$ cat src/rtl/fifo_multi_channel.sv
// fifo_multi_channel: first-word fall-through FIFO holding NUM_CHANNELS independent queues of DEPTH entries
//
// Ports:
//   clk                     clock, all state updates on the rising edge
//   reset                   synchronous, active-low reset (contents discarded, storage not cleared)
//   i__data_in_valid        push request
//   i__data_in_channel      target channel of the push (out-of-range ids are dropped)
//   i__data_in              push payload
//   o__data_in_ready        per-channel "can accept this cycle", from registered state only
//   o__data_in_ready__next  value o__data_in_ready takes after the coming edge
//   o__data_out_valid       per-channel non-empty
//   i__data_out_channel     channel presented on o__data_out
//   o__data_out             head entry of the selected channel, 0 when empty or out of range
//   i__data_out_ready       pop the selected channel
//   o__occupancy            per-channel entry count, channel c at [c*CNT_WIDTH +: CNT_WIDTH]
//   o__almost_full          per-channel occupancy >= AFULL_THRESH
//   i__clear                per-channel synchronous flush, overrides push and pop on that channel
//
// Optional: define FIFO_MULTI_CHANNEL_BYPASS_EN to let a push into the empty selected channel
// go straight to o__data_out when it coincides with a pop.
module fifo_multi_channel #(
   parameter int DATA_WIDTH   = 64,
   parameter int DEPTH        = 3,
   parameter int NUM_CHANNELS = 4,
   parameter int AFULL_THRESH = DEPTH - 1,
   localparam int CH_WIDTH    = (NUM_CHANNELS > 1) ? $clog2(NUM_CHANNELS) : 1,
   localparam int ADDR_WIDTH  = $clog2(DEPTH),
   localparam int CNT_WIDTH   = $clog2(DEPTH + 1)
) (
   input  logic                            clk,
   input  logic                            reset,
   input  logic                            i__data_in_valid,
   input  logic [CH_WIDTH-1:0]             i__data_in_channel,
   input  logic [DATA_WIDTH-1:0]           i__data_in,
   output logic [NUM_CHANNELS-1:0]         o__data_in_ready,
   output logic [NUM_CHANNELS-1:0]         o__data_in_ready__next,
   output logic [NUM_CHANNELS-1:0]         o__data_out_valid,
   input  logic [CH_WIDTH-1:0]             i__data_out_channel,
   output logic [DATA_WIDTH-1:0]           o__data_out,
   input  logic                            i__data_out_ready,
   output logic [NUM_CHANNELS*CNT_WIDTH-1:0] o__occupancy,
   output logic [NUM_CHANNELS-1:0]         o__almost_full,
   input  logic [NUM_CHANNELS-1:0]         i__clear
);
   logic [DATA_WIDTH-1:0] r_mem    [NUM_CHANNELS][DEPTH];
   logic [ADDR_WIDTH-1:0] r_wr_ptr [NUM_CHANNELS];
   logic [ADDR_WIDTH-1:0] r_rd_ptr [NUM_CHANNELS];
   logic [CNT_WIDTH-1:0]  r_cnt    [NUM_CHANNELS];
   logic [CNT_WIDTH-1:0]  w_cnt_next [NUM_CHANNELS];
   logic [NUM_CHANNELS-1:0] w_sel, w_push_req, w_push, w_pop, w_byp;
   // Channel decode by equality: an out-of-range id matches no channel, so it neither pushes nor selects.
   always_comb begin
      w_sel                  = '0;
      w_push_req             = '0;
      w_push                 = '0;
      w_pop                  = '0;
      w_byp                  = '0;
      o__data_in_ready       = '0;
      o__data_in_ready__next = '0;
      o__data_out_valid      = '0;
      o__almost_full         = '0;
      o__occupancy           = '0;
      o__data_out            = '0;
      for (int c = 0; c < NUM_CHANNELS; c++) begin
         w_sel[c]            = i__data_out_channel == CH_WIDTH'(c);
         w_push_req[c]       = i__data_in_valid && i__data_in_channel == CH_WIDTH'(c) && !i__clear[c];
         o__data_in_ready[c] = r_cnt[c] < CNT_WIDTH'(DEPTH);
`ifdef FIFO_MULTI_CHANNEL_BYPASS_EN
         w_byp[c]            = w_push_req[c] && w_sel[c] && i__data_out_ready && r_cnt[c] == '0;
`else
         w_byp[c]            = 1'b0;
`endif
         // A bypassed word is pushed and popped in the same cycle, so it never touches storage.
         w_push[c]           = w_push_req[c] && o__data_in_ready[c] && !w_byp[c];
         w_pop[c]            = w_sel[c] && i__data_out_ready && r_cnt[c] != '0 && !i__clear[c];
         w_cnt_next[c]       = (!reset || i__clear[c]) ? '0
                             : r_cnt[c] + CNT_WIDTH'(w_push[c]) - CNT_WIDTH'(w_pop[c]);
         o__data_in_ready__next[c] = w_cnt_next[c] < CNT_WIDTH'(DEPTH);
         o__data_out_valid[c] = r_cnt[c] != '0 || w_byp[c];
         o__almost_full[c]    = 32'(r_cnt[c]) >= AFULL_THRESH;
         o__occupancy[c*CNT_WIDTH +: CNT_WIDTH] = r_cnt[c];
         if (w_sel[c] && o__data_out_valid[c])
            o__data_out = w_byp[c] ? i__data_in : r_mem[c][r_rd_ptr[c]];
      end
   end
   always_ff @(posedge clk) begin
      if (!reset) begin
         for (int c = 0; c < NUM_CHANNELS; c++) begin
            r_cnt[c]    <= '0;
            r_wr_ptr[c] <= '0;
            r_rd_ptr[c] <= '0;
         end
      end else begin
         for (int c = 0; c < NUM_CHANNELS; c++) begin
            r_cnt[c] <= w_cnt_next[c];
            if (i__clear[c]) begin
               r_wr_ptr[c] <= '0;
               r_rd_ptr[c] <= '0;
            end else begin
               if (w_push[c])
                  r_wr_ptr[c] <= (r_wr_ptr[c] == ADDR_WIDTH'(DEPTH - 1)) ? '0 : r_wr_ptr[c] + ADDR_WIDTH'(1);
               if (w_pop[c])
                  r_rd_ptr[c] <= (r_rd_ptr[c] == ADDR_WIDTH'(DEPTH - 1)) ? '0 : r_rd_ptr[c] + ADDR_WIDTH'(1);
            end
         end
      end
   end
   // Storage has no reset; stale words are unreachable once the pointers and counts are cleared.
   always_ff @(posedge clk) begin
      for (int c = 0; c < NUM_CHANNELS; c++)
         if (reset && w_push[c])
            r_mem[c][r_wr_ptr[c]] <= i__data_in;
   end
endmodule

$ cat config.mk
export PLATFORM = sky130hd
export DESIGN_NAME = fifo_multi_channel
export DESIGN_NICKNAME = d
export VERILOG_FILES = /design/src/rtl/fifo_multi_channel.sv
export SDC_FILE = /design/constraint.sdc
export NUM_CORES = 1
export LEC_CHECK = 0
export CAP_MARGIN = 10
export CORE_MARGIN = 3
export CORE_UTILIZATION = 60
export DETAILED_ROUTE_END_ITERATION = 7
export PLACE_DENSITY = 0.78
export SLEW_MARGIN = 20
export SYNTH_ARGS = -nofsm -noshare
export SYNTH_HDL_FRONTEND = slang
export SYNTH_SLANG_ARGS = --single-unit
$ cat constraint.sdc
create_clock -name clk -period 4.15 [get_ports clk]
set_input_delay 0.83 -clock clk [delete_from_list [all_inputs] [get_ports clk]]
set_output_delay 0.83 -clock clk [all_outputs]
set_load 0.01 [all_outputs]
==> results of run 1 <==
-- synthesized netlist by cell type --
cell type | number | area share, %
a211oi_2 | 1 | 0.040
a211oi_4 | 1 | 0.063
a21oi_1 | 127 | 2.0
a221oi_1 | 114 | 3.2
a221oi_2 | 12 | 0.57
and2_1 | 8 | 0.16
and3_1 | 13 | 0.26
and4_1 | 1 | 0.028
buf_1 | 4 | 0.048
buf_2 | 42 | 0.67
buf_4 | 12 | 0.29
buf_6 | 6 | 0.21
clkbuf_1 | 67 | 0.80
dfxtp_1 | 8 | 0.51
dlygate4sd1_1 | 1 | 0.028
edfxtp_1 | 784 | 75
ha_1 | 24 | 0.95
inv_1 | 23 | 0.27
mux2i_1 | 256 | 8.1
nand2_1 | 27 | 0.32
nand2b_1 | 8 | 0.16
nand3b_1 | 64 | 1.5
nor2_1 | 134 | 1.6
nor2b_1 | 6 | 0.12
nor3_1 | 4 | 0.063
nor3_2 | 1 | 0.032
nor3b_1 | 6 | 0.14
nor4_1 | 8 | 0.16
nor4b_1 | 3 | 0.083
o211a_1 | 1 | 0.032
o21ai_0 | 64 | 1.0
o221a_2 | 1 | 0.036
o22ai_1 | 1 | 0.020
o2bb2ai_1 | 63 | 1.7
or2_1 | 1 | 0.020
or2_2 | 2 | 0.040
xnor2_1 | 8 | 0.22
-- cell families (layout without fill, tap and decap cells) --
group	Yosys count	after routing	share of synthesized area [%]
AND/OR/NAND/NOR	286	286	4.69
XOR/XNOR	8	8	0.222
buffers and inverters	155	384	2.31
AO/OA/AOI/OAI	385	385	8.69
flip-flops	792	792	75.0
adder cells (fa/ha/maj)	24	24	0.950
other	0	1	0
multiplexers	256	256	8.11
-- worst max-delay path, cell delays in order --
cell and delay, ns:
clkdlybuf4s50_1 0.45, inv_2 0.13, and3_2 0.25, buf_16 0.30
a221oi_1 0.17, a221oi_1 0.38, clkdlybuf4s50_1 0.62
-- layer usage --
layer  vias up  track usage [%]  part of all wire [%]
met3       150             4.45                   8.4
met4         2             8.83                   2.9
met1      9092             34.6                    39
met5         -                0                 0.018
li1       7913                -                     -
met2       897             42.4                    50
-- through the flow --
step / utilization, % / total power [W] / instances
after floorplan: - / 0.00942 / 1906
after global placement: 66.5 / 0.00980 / 2678
after detailed placement: 66.5 / 0.00983 / 2678
after CTS: 71.0 / 0.0163 / 2814
after global routing: 71.1 / 0.0167 / 2815
final: 71.1 / 0.0162 / 2816
-- what timing repair did --
item	in CTS	in global routing
endpoints found under the hold margin	0	0
resized for setup	0	11
endpoints found under the setup margin	0	23
buffers inserted	0	1
hold buffers	0	0
-- where the power goes --
part,switching [W],total [W],internal [W]
clock,0.00282,0.00652,0.00370
sequential,0.0000168,0.00886,0.00884
combinational,0.000495,0.000813,0.000318
total,0.00333,0.0162,0.0129
-- cell usage in the layout, fill, tap and decap left out, types with 2 or more instances in the layout --
cell type          n
a21oi_1          127
a221oi_1         112
a221oi_2          14
and2_1             8
and3_4            12
buf_12            31
buf_4             29
bufinv_16          4
clkbuf_1          18
clkbuf_16         78
clkdlybuf4s50_1  159
clkinv_1          19
clkinv_2           9
clkinvlp_4         2
dfxtp_1            8
dlymetal6s2s_1     4
edfxtp_1         784
ha_1              24
inv_1             22
inv_6              4
mux2i_1          256
nand2_1           27
nand2b_1           8
nand3b_1          64
nor2_1           132
nor2_4             2
nor2b_1            4
nor2b_4            2
nor3_1             4
nor3b_1            4
nor4_1             8
nor4b_1            3
o21ai_0           64
o2bb2ai_1         63
or2_2              2
xnor2_1            7
-- final cells by class --
class | count | area [µm²]
clock buffers | 96 | 2020
diodes | 1 | 2.50
inverters | 23 | 86.3
multi-input cells | 959 | 7290
repair buffers | 225 | 2520
fillers | 3125 | 14900
clock inverters | 40 | 312
well taps | 680 | 851
flip-flops and latches | 792 | 23700
-- how the worst min path moves through the flow --
stage / from / endpoint / slack, ns / cells past startpoint
finish: r_wr_ptr[0][2] / r_wr_ptr[0][2] / 0.61 / 1
global route: r_wr_ptr[0][4] / r_wr_ptr[0][4] / 0.63 / 1
CTS: r_wr_ptr[0][2] / r_wr_ptr[0][2] / 0.61 / 1
detailed placement: r_wr_ptr[0][2] / r_wr_ptr[0][2] / 0.60 / 1
global placement: r_wr_ptr[0][0] / r_wr_ptr[0][0] / 0.58 / 1
floorplan: r_wr_ptr[0][4] / r_wr_ptr[0][4] / 0.57 / 1
-- registers in the layout (all words and copies together) (netlist names) --
register and flops:
r_mem 768, r_cnt 8, r_rd_ptr 8, r_wr_ptr 8
==> results.toml, run 1 <==
[run_status]
status = "finished, final reports clean"

[drt]
num_vias = 18100
via_per_inst = 6.41
postRouteWirelength_um = 71900
drt_first_pass_iters = 5
drt_iter0_drc = 2051
routedWlPerCell_um = 25.5
ant_nets = 0
drc = 0

[final_layout]
drive_gt1_share_pct = 9.46
area_growth_pct = 16.4
fin_nets = 2178
stdcell_area_um2 = 36800

[die]
row_count = 83
initial_core_util_pct = 61.1
dieArea_um2 = 55400
die_h_um = 235
pin_count = 164
die_w_um = 235
coreArea_um2 = 51700

[flow_run]
maxCapViolCount = 0

[worst_setup_path]
setup.worst_path.start = "i__data_out_channel[1]"
cp-end-kind = "output pin"
r2r_cells = 5
required_ns = 3.32
path_max_fanout = 64
arrival_ns = 3.26
reg2reg_setup_slack_ns = 1.64
critical_path_class = "input pin to output pin"
rr_startpoint = "r_cnt[3][1]"
worstReg2RegEnd = "r_mem[3][176]"
start_kind = "input pin"
critPathCapture = "o__data_out[56]"

[place]
gp_congestion = 0.803
hpwlAfterDp_um = 37500
placed_area_um2 = 34400
place_ws_ns = 0.0364
port_buffers = 163

[logic_synthesis]
yosys_register_bits = 792
yosysSeqAreaShare_pct = 75.0
synth_warnings = 0
avgSynthCellArea_um2 = 16.6
synth_area_um2 = 31600
synth_nets = 2006
postSynthCellCount = 1906
synth_cell_types = 37

[global_routing]
grt_pass1_wl_um = 109000
grt_pass1_vias = 18500
grt_max_degree = 87
antenna_found_initial = 2
grt_usage_pct = 25.5
gr-total-overflow = 0

[worst_hold_path]
hold_class = "flip-flop to flip-flop"

[clocking]
root_buffer = "clkbuf_16"
cts_tree = "done"
numCtsBuffers = 77
cts_sinks = 792
h-tree-depth = 3
clk_pin_slew_ns = 0.06
cts_buffer_depth = 3
clkLatencyLatePin_ns = 0.61

[pwr]
power_density_nw_per_um2 = 440
p_leak_nw = 11.7
ir_drop_mv = 0.350

[timing]
clock_skew_ns = 0.0208
fin_hold_ws_ns = 0.614
tns_ns = 0
setup_viol = 0
rsz0062_at_grt = "yes"
final.setup.worst_slack_ns = 0.0645
worstMarginPinSlew_ns = 1.02
slew_headroom_pct = 31.7
fin_crit_ns = 4.09
hold_viol = 0
slew_violations = 0
fin_crit_sh_pct = 98.4
max_freq_mhz = 245
Power figures use the tool's default switching activity.
==> run 2, diff against run 1 <==
- CORE_MARGIN: 3 -> 5
- CTS_CLUSTER_DIAMETER: unset -> 100
==> run 2 against run 1 <==
Register-to-register slack got worse by 0.06 ns. Non-clock buffer count rose by 31. Clock skew fell by 0.0036 ns. Critical path depth rose by 1.
==> results.toml, run 2 (synthesized netlist as in run 1, its figures left out) <==
[clocking]
clk_pin_slew_ns = 0.06
h-tree-depth = 3
numCtsBuffers = 78
cts_hold_buf = 0
root_buffer = "clkbuf_16"
cts_tree = "done"
clkLatencyLatePin_ns = 0.63
cts_sinks = 792
cts_buffer_depth = 3

[pwr]
p_sw_share_pct = 21.1
intPower_w = 0.0132
ir_drop_mv = 0.420
p_seq_share_pct = 52.9
switching_power_w = 0.00353
p_leak_nw = 12.0
clock_power_share_pct = 42.0
power_density_nw_per_um2 = 448
p_comb_share_pct = 5.1

[timing]
worstMarginPinSlew_ns = 0.851
slew_violations = 0
fin_crit_sh_pct = 98.6
fin_crit_ns = 4.09
max_freq_mhz = 245
clock_skew_ns = 0.0172
fin_hold_ws_ns = 0.609
hold_viol = 0
rsz0062_at_grt = "no"
slew_headroom_pct = 42.5
setup_viol = 0
final.setup.worst_slack_ns = 0.0600

[worst_setup_path]
reg2reg_setup_slack_ns = 1.58
arrival_ns = 3.26
worstReg2RegEnd = "r_mem[2][137]"
setup.worst_path.start = "i__data_in_channel[1]"
start_kind = "input pin"
cp-end-kind = "output pin"
rr_startpoint = "r_cnt[2][1]"
r2r_cells = 5
required_ns = 3.32
critPathCapture = "o__data_in_ready__next[2]"
path_max_fanout = 3
critical_path_class = "input pin to output pin"

[die]
pin_count = 164
die_h_um = 239
coreArea_um2 = 52300
initial_core_util_pct = 60.4
dieArea_um2 = 57300
die_w_um = 239
row_count = 84

[place]
gp_congestion = 0.788
hpwlAfterDp_um = 42000
place_ws_ns = -0.158
port_buffers = 163

[final_layout]
n_fill_cell = 3240
fin_nets = 2210
largest_reg_flops = 768
drive_gt1_share_pct = 11.4
final_util_pct = 71.4
area_growth_pct = 18.2
final_common_cell = "edfxtp_1"
final_cell_mix = "784 x edfxtp_1, 256 x mux2i_1, 158 x clkdlybuf4s50_1, 132 x nor2_1, 127 x a21oi_1"

[drt]
drc = 0
drt_iter0_drc = 2148
postRouteWirelength_um = 79000
via_per_inst = 6.55
ant_nets = 0
num_vias = 18800
drt_first_pass_iters = 6
routedWlPerCell_um = 27.6

[run_status]
status = "finished, final reports clean"

[global_routing]
grt_usage_pct = 27.3
antenna_found_initial = 4
grt_max_degree = 81
grt_pass1_vias = 19400
gr-total-overflow = 0
grt_pass1_wl_um = 118000

[worst_hold_path]
hold_class = "flip-flop to flip-flop"

[flow_run]
maxCapViolCount = 0
-- run 2: changes by cell type in the layout (fill, tap and decap cells not counted), moves of 2 or more --
cell / before / now
buf_4: 29 / 55
buf_12: 31 / 35
clkinvlp_4: 2 / 4
bufinv_16: 4 / 8
bufbuf_16: 0 / 2
diode_2: 1 / 4
inv_16: 0 / 2
a221oi_2: 14 / 20
a221oi_1: 112 / 106
-- run 2: power by group through the flow --
stage	Clock, W	Sequential (W)	Combinational (W)
after global placement	0	0.00902	0.000793
after detailed placement	0	0.00903	0.000820
final	0.00703	0.00886	0.000846
after CTS	0.00709	0.00885	0.000840
after global routing	0.00745	0.00885	0.000901
after floorplan	0	0.00902	0.000397
-- run 2: area by class of cell --
type                       count  area (µm²)  share of cell area, %
inverter                      23        86.3                  0.231
multi-input combinational    959        7320                   19.6
timing repair buffer         256        2850                   7.62
tap                          688         861                   2.30
antenna                        4        10.0                 0.0268
sequential                   792       23700                   63.4
clock buffer                  96        2040                   5.46
clock inverter                46         488                   1.31
-- run 2: timing repair --
action,in CTS,in global routing
endpoints found under the hold margin,0,0
gates resized for setup,8,10
pin swaps,2,0
endpoints found under the setup margin,10,57
gates cloned,2,0
setup buffers,5,0
-- run 2: per-stage QoR --
stage	cells	cell area [µm²]	total power, W	TNS (ns)
floorplan	1906	31600	0.00942	0
global placement	2711	34600	0.00981	-0.0591
detailed placement	2711	34600	0.00985	-0.323
CTS	2860	37300	0.0168	-0.181
global route	2862	37400	0.0172	0
finish	2864	37400	0.0167	0
-- run 2: worst min-delay path by stage --
| stage | from | to | slack, ns | cells past startpoint |
|---|---|---|---|---|
| floorplan | r_wr_ptr[0][4] | r_wr_ptr[0][4] | 0.57 | 1 |
| global placement | r_wr_ptr[0][0] | r_wr_ptr[0][0] | 0.58 | 1 |
| detailed placement | r_wr_ptr[0][0] | r_wr_ptr[0][0] | 0.60 | 1 |
| CTS | r_wr_ptr[0][0] | r_wr_ptr[0][0] | 0.61 | 1 |
| global route | r_wr_ptr[0][6] | r_wr_ptr[0][6] | 0.62 | 1 |
| finish | r_wr_ptr[0][0] | r_wr_ptr[0][0] | 0.61 | 1 |
-- run 2: metal layers --
metal | share of wire (%) | vias to the layer above | wire, µm | GRT usage (%)
met5 | 0 | - | 0 | 0
met4 | 2.8 | 0 | 2250 | 8.82
met3 | 8.8 | 174 | 6940 | 4.80
met2 | 50 | 1050 | 39800 | 46.3
met1 | 38 | 9536 | 30000 | 36.5
li1 | - | 7995 | - | -
-- run 2: critical path, stage by stage --
cell and delay [ns]:
clkdlybuf4s50_1 0.51, nand2_1 0.07, nor4b_1 0.62, ha_1 0.30, xnor2_1 0.16, xnor2_1 0.18, nand2_1 0.11, clkdlybuf4s50_1 0.49
